==> config.mk <==
export PLATFORM = sky130hd
export DESIGN_NAME = fir_circmem_mc_flat
export DESIGN_NICKNAME = d
export VERILOG_FILES = /design/src/rtl/fir_circmem_mc_if.sv /design/src/rtl/fir_circmem_mc.sv /design/src/flat_wrapper.sv
export SDC_FILE = /design/constraint.sdc
export NUM_CORES = 2
export LEC_CHECK = 0
export ABC_AREA = 1
export BUFFER_PORTS_ARGS = -buffer_cell sky130_fd_sc_hd__buf_2
export CORE_AREA = 10 10 338 667
export DETAILED_ROUTE_END_ITERATION = 7
export DIE_AREA = 0 0 348 677
export PLACE_DENSITY_LB_ADDON = 0.12
export SLEW_MARGIN = 20
export SYNTH_ARGS = -nofsm -noshare
export SYNTH_HDL_FRONTEND = slang
export SYNTH_SLANG_ARGS = --single-unit
==> constraint.sdc <==
create_clock -name clk -period 7 [get_ports clk]
set_clock_uncertainty 0.2 [all_clocks]
set_input_delay 1.05 -clock clk [delete_from_list [all_inputs] [get_ports clk]]
set_output_delay 1.05 -clock clk [all_outputs]
set_load 0.05 [all_outputs]
==> src/rtl/fir_circmem_mc_if.sv <==
// Bus bundle for fir_circmem_mc: frame input side and history-stream output side.
// Parameters must match those of the fir_circmem_mc instance it is bound to.
interface fir_circmem_mc_if #(
   parameter int unsigned DWIDTH = 16,
   parameter int unsigned AWIDTH = 6,
   parameter int unsigned NCH    = 2
);
   localparam int unsigned CHW = (NCH > 1) ? $clog2(NCH) : 1;

   logic                    clr;
   logic                    din_vld;
   logic [NCH*DWIDTH-1:0]   din;
   logic [AWIDTH-1:0]       taps_m1;
   logic [DWIDTH-1:0]       dout;
   logic [CHW-1:0]          dout_ch;
   logic [AWIDTH-1:0]       dout_tap;
   logic                    drdy;
   logic                    dfirst;
   logic                    dlast;
   logic                    busy;
   logic                    ovf;

   modport master (
      output clr, din_vld, din, taps_m1,
      input  dout, dout_ch, dout_tap, drdy, dfirst, dlast, busy, ovf
   );

   modport slave (
      input  clr, din_vld, din, taps_m1,
      output dout, dout_ch, dout_tap, drdy, dfirst, dlast, busy, ovf
   );
endinterface

==> src/rtl/fir_circmem_mc.sv <==
// Multi-channel circular sample history: one frame write, then streams the newest
// taps_m1+1 samples of every channel, newest first, one word per clock.
module fir_circmem_mc #(
   parameter int unsigned DWIDTH = 16,
   parameter int unsigned AWIDTH = 6,
   parameter int unsigned NCH    = 2
) (
   input logic             clk,
   input logic             rst_n,
   fir_circmem_mc_if.slave bus
);
   localparam int unsigned CHW   = (NCH > 1) ? $clog2(NCH) : 1;
   localparam int unsigned DEPTH = 2 ** AWIDTH;

   typedef enum logic [0:0] {StIdle, StRun} state_t;

   logic [DWIDTH-1:0] mem [NCH][DEPTH];

   state_t            state_q;
   logic [AWIDTH-1:0] wp_q, base_q, ntap_q, k_q;
   logic [CHW-1:0]    ch_q;
   logic [AWIDTH:0]   fill_q;
   logic [DWIDTH-1:0] dout_q;
   logic [CHW-1:0]    dout_ch_q;
   logic [AWIDTH-1:0] dout_tap_q;
   logic              drdy_q, dfirst_q, dlast_q, ovf_q;

   logic [AWIDTH-1:0] rd_addr;
   logic              last_tap, last_beat, accept;

   // Ring walks backwards from the newest sample; full-depth runs end at base+1.
   assign rd_addr   = base_q - k_q;
   assign last_tap  = (k_q == ntap_q);
   assign last_beat = last_tap && (ch_q == CHW'(NCH - 1));
   assign accept    = (state_q == StIdle) && bus.din_vld && !bus.clr;

   always_ff @(posedge clk) begin
      if (accept) begin
         for (int unsigned c = 0; c < NCH; c++) begin
            mem[c][wp_q] <= bus.din[c*DWIDTH +: DWIDTH];
         end
      end
   end

   always_ff @(posedge clk or negedge rst_n) begin
      if (!rst_n) begin
         state_q    <= StIdle;
         wp_q       <= '0;
         base_q     <= '0;
         ntap_q     <= '0;
         k_q        <= '0;
         ch_q       <= '0;
         fill_q     <= '0;
         dout_q     <= '0;
         dout_ch_q  <= '0;
         dout_tap_q <= '0;
         drdy_q     <= 1'b0;
         dfirst_q   <= 1'b0;
         dlast_q    <= 1'b0;
         ovf_q      <= 1'b0;
      end else if (bus.clr) begin
         // Memory is left alone; fill=0 masks whatever it still holds.
         state_q  <= StIdle;
         wp_q     <= '0;
         fill_q   <= '0;
         ovf_q    <= 1'b0;
         drdy_q   <= 1'b0;
         dfirst_q <= 1'b0;
         dlast_q  <= 1'b0;
      end else if (state_q == StIdle) begin
         drdy_q   <= 1'b0;
         dfirst_q <= 1'b0;
         dlast_q  <= 1'b0;
         if (bus.din_vld) begin
            base_q <= wp_q;
            wp_q   <= wp_q + 1'b1;
            if (fill_q != (AWIDTH + 1)'(DEPTH)) fill_q <= fill_q + 1'b1;
            ntap_q  <= bus.taps_m1;
            k_q     <= '0;
            ch_q    <= '0;
            state_q <= StRun;
         end
      end else begin
         if (bus.din_vld) ovf_q <= 1'b1;
         dout_q     <= ({1'b0, k_q} >= fill_q) ? '0 : mem[ch_q][rd_addr];
         dout_ch_q  <= ch_q;
         dout_tap_q <= k_q;
         drdy_q     <= 1'b1;
         dfirst_q   <= (ch_q == '0) && (k_q == '0);
         dlast_q    <= last_beat;
         if (last_tap) begin
            k_q  <= '0;
            ch_q <= ch_q + 1'b1;
         end else begin
            k_q <= k_q + 1'b1;
         end
         if (last_beat) state_q <= StIdle;
      end
   end

   assign bus.dout     = dout_q;
   assign bus.dout_ch  = dout_ch_q;
   assign bus.dout_tap = dout_tap_q;
   assign bus.drdy     = drdy_q;
   assign bus.dfirst   = dfirst_q;
   assign bus.dlast    = dlast_q;
   assign bus.ovf      = ovf_q;
   assign bus.busy     = (state_q == StRun);
endmodule

==> src/flat_wrapper.sv <==
// flat-port wrapper written by rule: the top's interface ports become plain ports
module fir_circmem_mc_flat 
#(
   parameter int unsigned DWIDTH = 16,
   parameter int unsigned AWIDTH = 6,
   parameter int unsigned NCH    = 2
)
  (clk, rst_n, bus_clr, bus_din_vld, bus_din, bus_taps_m1, bus_dout, bus_dout_ch, bus_dout_tap, bus_drdy, bus_dfirst, bus_dlast, bus_busy, bus_ovf);
  fir_circmem_mc_if #(.DWIDTH(DWIDTH), .AWIDTH(AWIDTH), .NCH(NCH)) bus_i ();
  input logic clk;
  input logic rst_n;
  input wire logic [$bits(bus_i.clr)-1:0] bus_clr;
  input wire logic [$bits(bus_i.din_vld)-1:0] bus_din_vld;
  input wire logic [$bits(bus_i.din)-1:0] bus_din;
  input wire logic [$bits(bus_i.taps_m1)-1:0] bus_taps_m1;
  output wire logic [$bits(bus_i.dout)-1:0] bus_dout;
  output wire logic [$bits(bus_i.dout_ch)-1:0] bus_dout_ch;
  output wire logic [$bits(bus_i.dout_tap)-1:0] bus_dout_tap;
  output wire logic [$bits(bus_i.drdy)-1:0] bus_drdy;
  output wire logic [$bits(bus_i.dfirst)-1:0] bus_dfirst;
  output wire logic [$bits(bus_i.dlast)-1:0] bus_dlast;
  output wire logic [$bits(bus_i.busy)-1:0] bus_busy;
  output wire logic [$bits(bus_i.ovf)-1:0] bus_ovf;
  assign bus_i.clr = bus_clr;
  assign bus_i.din_vld = bus_din_vld;
  assign bus_i.din = bus_din;
  assign bus_i.taps_m1 = bus_taps_m1;
  assign bus_dout = bus_i.dout;
  assign bus_dout_ch = bus_i.dout_ch;
  assign bus_dout_tap = bus_i.dout_tap;
  assign bus_drdy = bus_i.drdy;
  assign bus_dfirst = bus_i.dfirst;
  assign bus_dlast = bus_i.dlast;
  assign bus_busy = bus_i.busy;
  assign bus_ovf = bus_i.ovf;
  fir_circmem_mc #(.DWIDTH(DWIDTH), .AWIDTH(AWIDTH), .NCH(NCH)) u_core (.clk(clk), .rst_n(rst_n), .bus(bus_i));
endmodule
; ---- Yosys cells after proc, flatten, opt, wreduce, memory -nomap -nowiden
; Memories as Yosys holds them, arrays and structs flattened.
; Cells that the tools add are included.
[totals]
rom_bits = 0
inputBits = 42
ff_bits = 60
mem_bits_rw = 2048
output_inout_bits = 28
latch_bits = 0
wordCells = 85
memories = 1
[mem_list]
columns = memory, depth, word_bits, rd, rd_ports_with_merged_regs, write_ports, line_no
row1 = u_core.mem, 2, 1024, 1, 0, 2, fir_circmem_mc.sv:17  ; logic [DWIDTH-1:0] mem [NCH][DEPTH];
[op_classes]
magnitude_cmp = 4
n_shift = 0
add_sub_neg = 5
eq_ne = 4
mux = 34
div = 0
reduce_logical = 18
mul = 0
bitwise = 5
[ops]
columns = operator, n
row1 = 1024-bit 2-to-1 mux, 1
row2 = 16-bit binary-select mux with 6-bit select, 1
row3 = 16-bit demux with 6-bit select, 1
row4 = 16-bit 2-to-1 mux, 4
row5 = 6-bit 2-to-1 mux, 6
row6 = 7-bit 2-to-1 mux, 4
row7 = 1-bit 2-to-1 mux, 17
row8 = 7-bit greater-or-equal comparator (second input constant), 2
row9 = 6-bit NOT with 7-bit output, 2
row10 = 6-bit by 1-bit adder with 6-bit output (second input constant), 2
row11 = 3-bit AND reduction, 3
row12 = 2-bit AND reduction, 4
row13 = 2-bit nonzero test, 4
row14 = 7-bit by 1-bit adder with 7-bit output (second input constant), 1
row15 = 6-bit by 7-bit greater-or-equal comparator with 1-bit output, 1
row16 = 7-bit by 1-bit less-than comparator with 1-bit output (second input constant), 1
row17 = 7-bit != test (second input constant), 1
row18 = 6-bit == test, 1
row19 = 6-bit logical NOT, 1
row20 = 6-bit subtractor, 1
row21 = 1-bit logical AND, 5
row22 = 2-bit != test (second input constant), 2
row23 = 1-bit NOT, 3
row24 = 1-bit adder (second input constant), 1
row25 = 1-bit logical NOT, 1

; ---- Depth between registers and ports, before layout
[logic_depth]
depth_word = 6
depth_mapped = 15

; ---- Worst setup path before layout
; Ideal clock, no wire load.
[synth_path]
path_kind = input to register
from = in bus_din_vld
to = mem u_core.mem[0][144] in the netlist's numbering (enable)
path_stages = 8
setup_time_ns = 0.421
path_buffers = 0
t_arrival_ns = 3.414
slack_ns = 2.965
required_time_ns = 6.379
path_cell_list = inv_1 > nor2_1 > inv_1 > nor2_2 > inv_1 > nor2_2 > nand3_1 > nor2_1
[synth_lines]
columns = element, line_no
row1 = from (decl), flat_wrapper.sv:13  ; input wire logic [$bits(bus_i.din_vld)-1:0] bus_din_vld;
row2 = to (decl), fir_circmem_mc.sv:17

; ---- Final worst setup path
[layout_path]
from = reg u_core.k_q[0]
to = reg u_core.dout_q[10] (netlist: u_core.bus.dout[10])
[layout_between]
elab_chain_len = 6
elab_cells_between_ends = 7
classes_between = add/sub (1) / order compare (1) / mux (4) / bitwise (1)
[layout_lines]
columns = element, line_no
row1 = from (decl), fir_circmem_mc.sv:20  ; logic [AWIDTH-1:0] wp_q, base_q, ntap_q, k_q;
row2 = from (signal assigned), fir_circmem_mc.sv:95  ; k_q <= k_q + 1'b1;
row3 = 6-bit subtractor, fir_circmem_mc.sv:32  ; assign rd_addr = base_q - k_q;
row4 = 6-bit NOT with 7-bit output (not written as such), fir_circmem_mc.sv:85  ; dout_q <= ({1'b0, k_q} >= fill_q) ? '0 : mem[ch_q][rd_addr];
row5 = 16-bit binary-select mux with 6-bit select, fir_circmem_mc.sv:85
row6 = 16-bit 2-to-1 mux (not written as such) (2 in series), fir_circmem_mc.sv:85
row7 = 16-bit 2-to-1 mux (*), fir_circmem_mc.sv:85
row8 = to (signal assigned), fir_circmem_mc.sv:85
row9 = to (decl), fir_circmem_mc.sv:23  ; logic [DWIDTH-1:0] dout_q;
; Mark *: on every way between the ends. The rest lies on a longest branch, timed or not. The select of a mux whose other input is x is not followed.
; A chain may end at the register's enable or synchronous reset.

==> run summary <==
CP max FO: 121
Pleak: 0.0332 uW
Hold Vio Cnt, Final: 0
Worst EP required: 7520 ps
Final period util: 69.4%
Global-route usage over all layers: 21.4%
Multiplexer area fraction after synthesis: 0%
Post-layout min period: 4860 ps
Xor and xnor area share after synthesis: 0.129%
Data arrival, critical path: 5380 ps
Crit path depth: 13
Remaining DRCs: 0
Top Family by Delay on Critical Path: buffers and inverters
Setup TNS: 0 ps
Slowest cell on the critical path: inv_8
# hold bufs at CTS: 1
# clock sinks: 2,108
Total Wirelength: 259 mm
Max-cap viol count: 0
GRT overflow: 0
Crit. End Element: flop
Dpl cell area: 88,500 sq um
Clk Latency, worst-skew pair: 840 ps
Clk buf depth: 4
Post-synthesis simple-gate area fraction: 22.3%
Iter 0 DRT Violations: 5,015
DPL Wire Length: 133 mm
Post-synthesis net count: 7,169
Post-synthesis compound-gate area fraction: 0.305%
Max Fclk: 206 MHz
# IOs: 70
RR Startpoint: u_core.k_q[0]
Worst setup path endpoint: u_core.bus.dout[10]
Internal: 21,500 uW
Clock share of power: 31.1%
Die Area: 236,000 sq um
Fin area: 95,000 sq um
Adder-Cell Fraction of Synth Area: 0.258%
R2r endpoint: u_core.bus.dout[10]
Initial antenna violation count: 22
Clock-pin slew on the worst setup and hold paths: 70 ps
Vias: 54,400
Crit-path most repeated cell: nand3_1
Yosys top cell by area: edfxtp_1
Post-synth top area share: 72.0%
Library cells used by synthesis: 34
Hold Path Stages: 3
Total power: 32,800 uW
RSZ-0062 raised after global routing: no
FF-to-FF setup slack: 2140 ps
Row count: 241
Core Footprint: 215,000 sq um
Worst R2R Path Depth: 13
PortBufs: 69
Critical Path, Cell by Cell: ha_4 > inv_8 > buf_4 > buf_4 > nand3_1 > nand3_1 > nand3_1 > nand2_1 > nand2_1 > nand3_1 > nand3_1 > nand3_1 > nand2_1
Ratio of cells with drive above 1 in the final layout: 7.43%
Post-synthesis sequential area ratio: 73.8%
Net Sw Power: 11,300 uW
Pin count of the biggest net entering global routing: 155
Die Y: 677 um
Number of global-route vias before repair: 52,300
DIE WIDTH: 348 um
Setup crit start kind: flop
CTS resizes: 0
Final setup violation count: 0
ANT nets after route: 0
WS Path Type: flop to flop
Synth area leaders: edfxtp_1 (72%), nand3_1 (11%), nand2_1 (10%)
Status: completed
DR vias/cell: 5.43
CTS Buf Count: 201
Nets@finish: 7,123
Yosys warning total: 0
Pwr/cell area: 346 nW/um^2
Syn Inst Count: 7,110
Buf+Inv Stages, Crit Path: 3
H-tree levels: 4
Sequential power share: 42.9%
CTS tree: built
VDD IR-drop max: 0.283 mV
Logic pwr share: 26.0%
Area growth from synthesis to layout: 11.3%
DR WL/cell: 25.9 um
Max Slew Vio Count: 0
Worst setup path startpoint: u_core.k_q[0]
Seq cells post-synth: 2,108
Sw Ratio: 34.5%
Worst Hold Class: input port to flop
Mapped Area: 85,400 sq um
Clk Tree Root Cell: clkbuf_16
Initial Utilization: 39.8%
# fillers: 19,700
Max-slew headroom: 21.1%
First-pass GRT wire length: 375 mm
Syn_area_per_cell: 12.0 sq um
GP Congestion: 0.786
Crit-path max cell delay: 850 ps
Worst-Margin Slew: 1180 ps
Initial DRT Pass Iterations: 6
Main combinational cell family by area after synthesis: simple AND/OR/NAND/NOR gates
Post-CTS Setup Repair Bufs: 0
flip-flops by register name (all words and copies together) (netlist names), 6 cells and up:
signal	flops
u_core.k_q	6
u_core.bus.dout	16
u_core.ntap_q	6
u_core.fill_q	7
u_core.bus.dout_tap	6
u_core.mem	2048
u_core.wp_q	6
u_core.base_q	6
worst min path at each step:
stage	startpoint	end	slack (ps)
6_report	bus_taps_m1[5]	u_core.ntap_q[5]	230
5_1_grt	bus_din[7]	u_core.mem[0][119]	230
4_1_cts	bus_taps_m1[5]	u_core.ntap_q[5]	190
3_5_place_dp	u_core.bus.dout_ch	u_core.bus.dout_ch	270
3_3_place_gp	u_core.bus.dout_ch	u_core.bus.dout_ch	260
2_1_floorplan	u_core.base_q[2]	u_core.base_q[2]	260
per-layer routing:
layer / share of wire, % / global-route usage [%] / vias to the layer above
li1: - / - / 25100
met1: 42 / 28.6 / 27300
met2: 49 / 36.3 / 1566
met3: 4.6 / 1.97 / 410
met4: 3.7 / 7.60 / 6
met5: 0.016 / 0 / -
power by group through the flow:
stage                     combinational [uW]  clock, uW  sequential (uW)
after floorplan                         5060          0            14400
after global placement                  8630          0            14300
after detailed placement                8610          0            14300
after CTS                               8630      10400            14100
after global routing                    9230      10900            14100
final                                   8560      10200            14100
cell type report:
type	instances	area (sq um)	share of cell area, %
inverters	50	216	0.228
diodes	5	12.5	0.0132
repair buffers	205	2180	2.30
clock inverters	87	529	0.557
flip-flops and latches	2108	63000	66.3
well taps	2794	3500	3.68
multi-input cells	4498	20200	21.3
clock buffers	266	5370	5.65
synth_stat cells (all sizes together):
master     n
clkbuf    97
xor2       5
o21ai     28
nand4      3
nand3b     2
nand2   2387
buf      357
o21bai     1
nor2      89
nand3   1929
nor4       2
a21oi     19
dfrtp     60
nor3b      1
fa         1
nor3       8
a211oi     1
ha        16
edfxtp  2048
inv       50
xnor2      5
o22ai      1
cell usage in the layout, fill, tap and decap left out, types with 2 or more instances in the layout:
master / instances
a21oi_1: 18
buf_12: 39
buf_16: 12
buf_2: 38
buf_4: 114
bufinv_16: 5
clkbuf_1: 60
clkbuf_16: 205
clkinv_1: 44
clkinv_2: 31
clkinvlp_4: 5
dfrtp_1: 59
diode_2: 5
edfxtp_1: 2048
ha_1: 15
inv_1: 44
inv_6: 3
inv_8: 3
nand2_1: 2385
nand3_1: 1929
nand3b_1: 2
nand4_1: 3
nor2_1: 23
nor2_2: 2
nor2_4: 64
nor3_1: 8
nor4_1: 2
o21ai_0: 27
xnor2_2: 3
xor2_1: 4
tightest hold or removal path, delay by kind of cell:
| family | cells | cell delay [ps] |
|---|---|---|
| buf+inv | 1 | 90 |
| compound gates | 1 | 60 |
| simple gates | 1 | 40 |
stage by stage:
stage	cells	hold slack, ps	util (%)	setup slack, ps
floorplan	7110	257	-	2970
global placement	9625	256	41.2	2180
detailed placement	9631	274	41.2	2180
CTS	9985	189	44.0	2140
global route	10000	233	44.2	2060
finish	10000	234	44.2	2140
cells by family (layout without fill, tap and decap cells):
family	after synthesis	count (layout)
AO/OA/AOI/OAI	50	50
XOR/XNOR	10	10
adder cells (fa/ha/maj)	17	17
buffers and inverters	504	608
flip-flops	2108	2108
other	0	5
AND/OR/NAND/NOR	4421	4421
(Power assumes the default switching activity.)
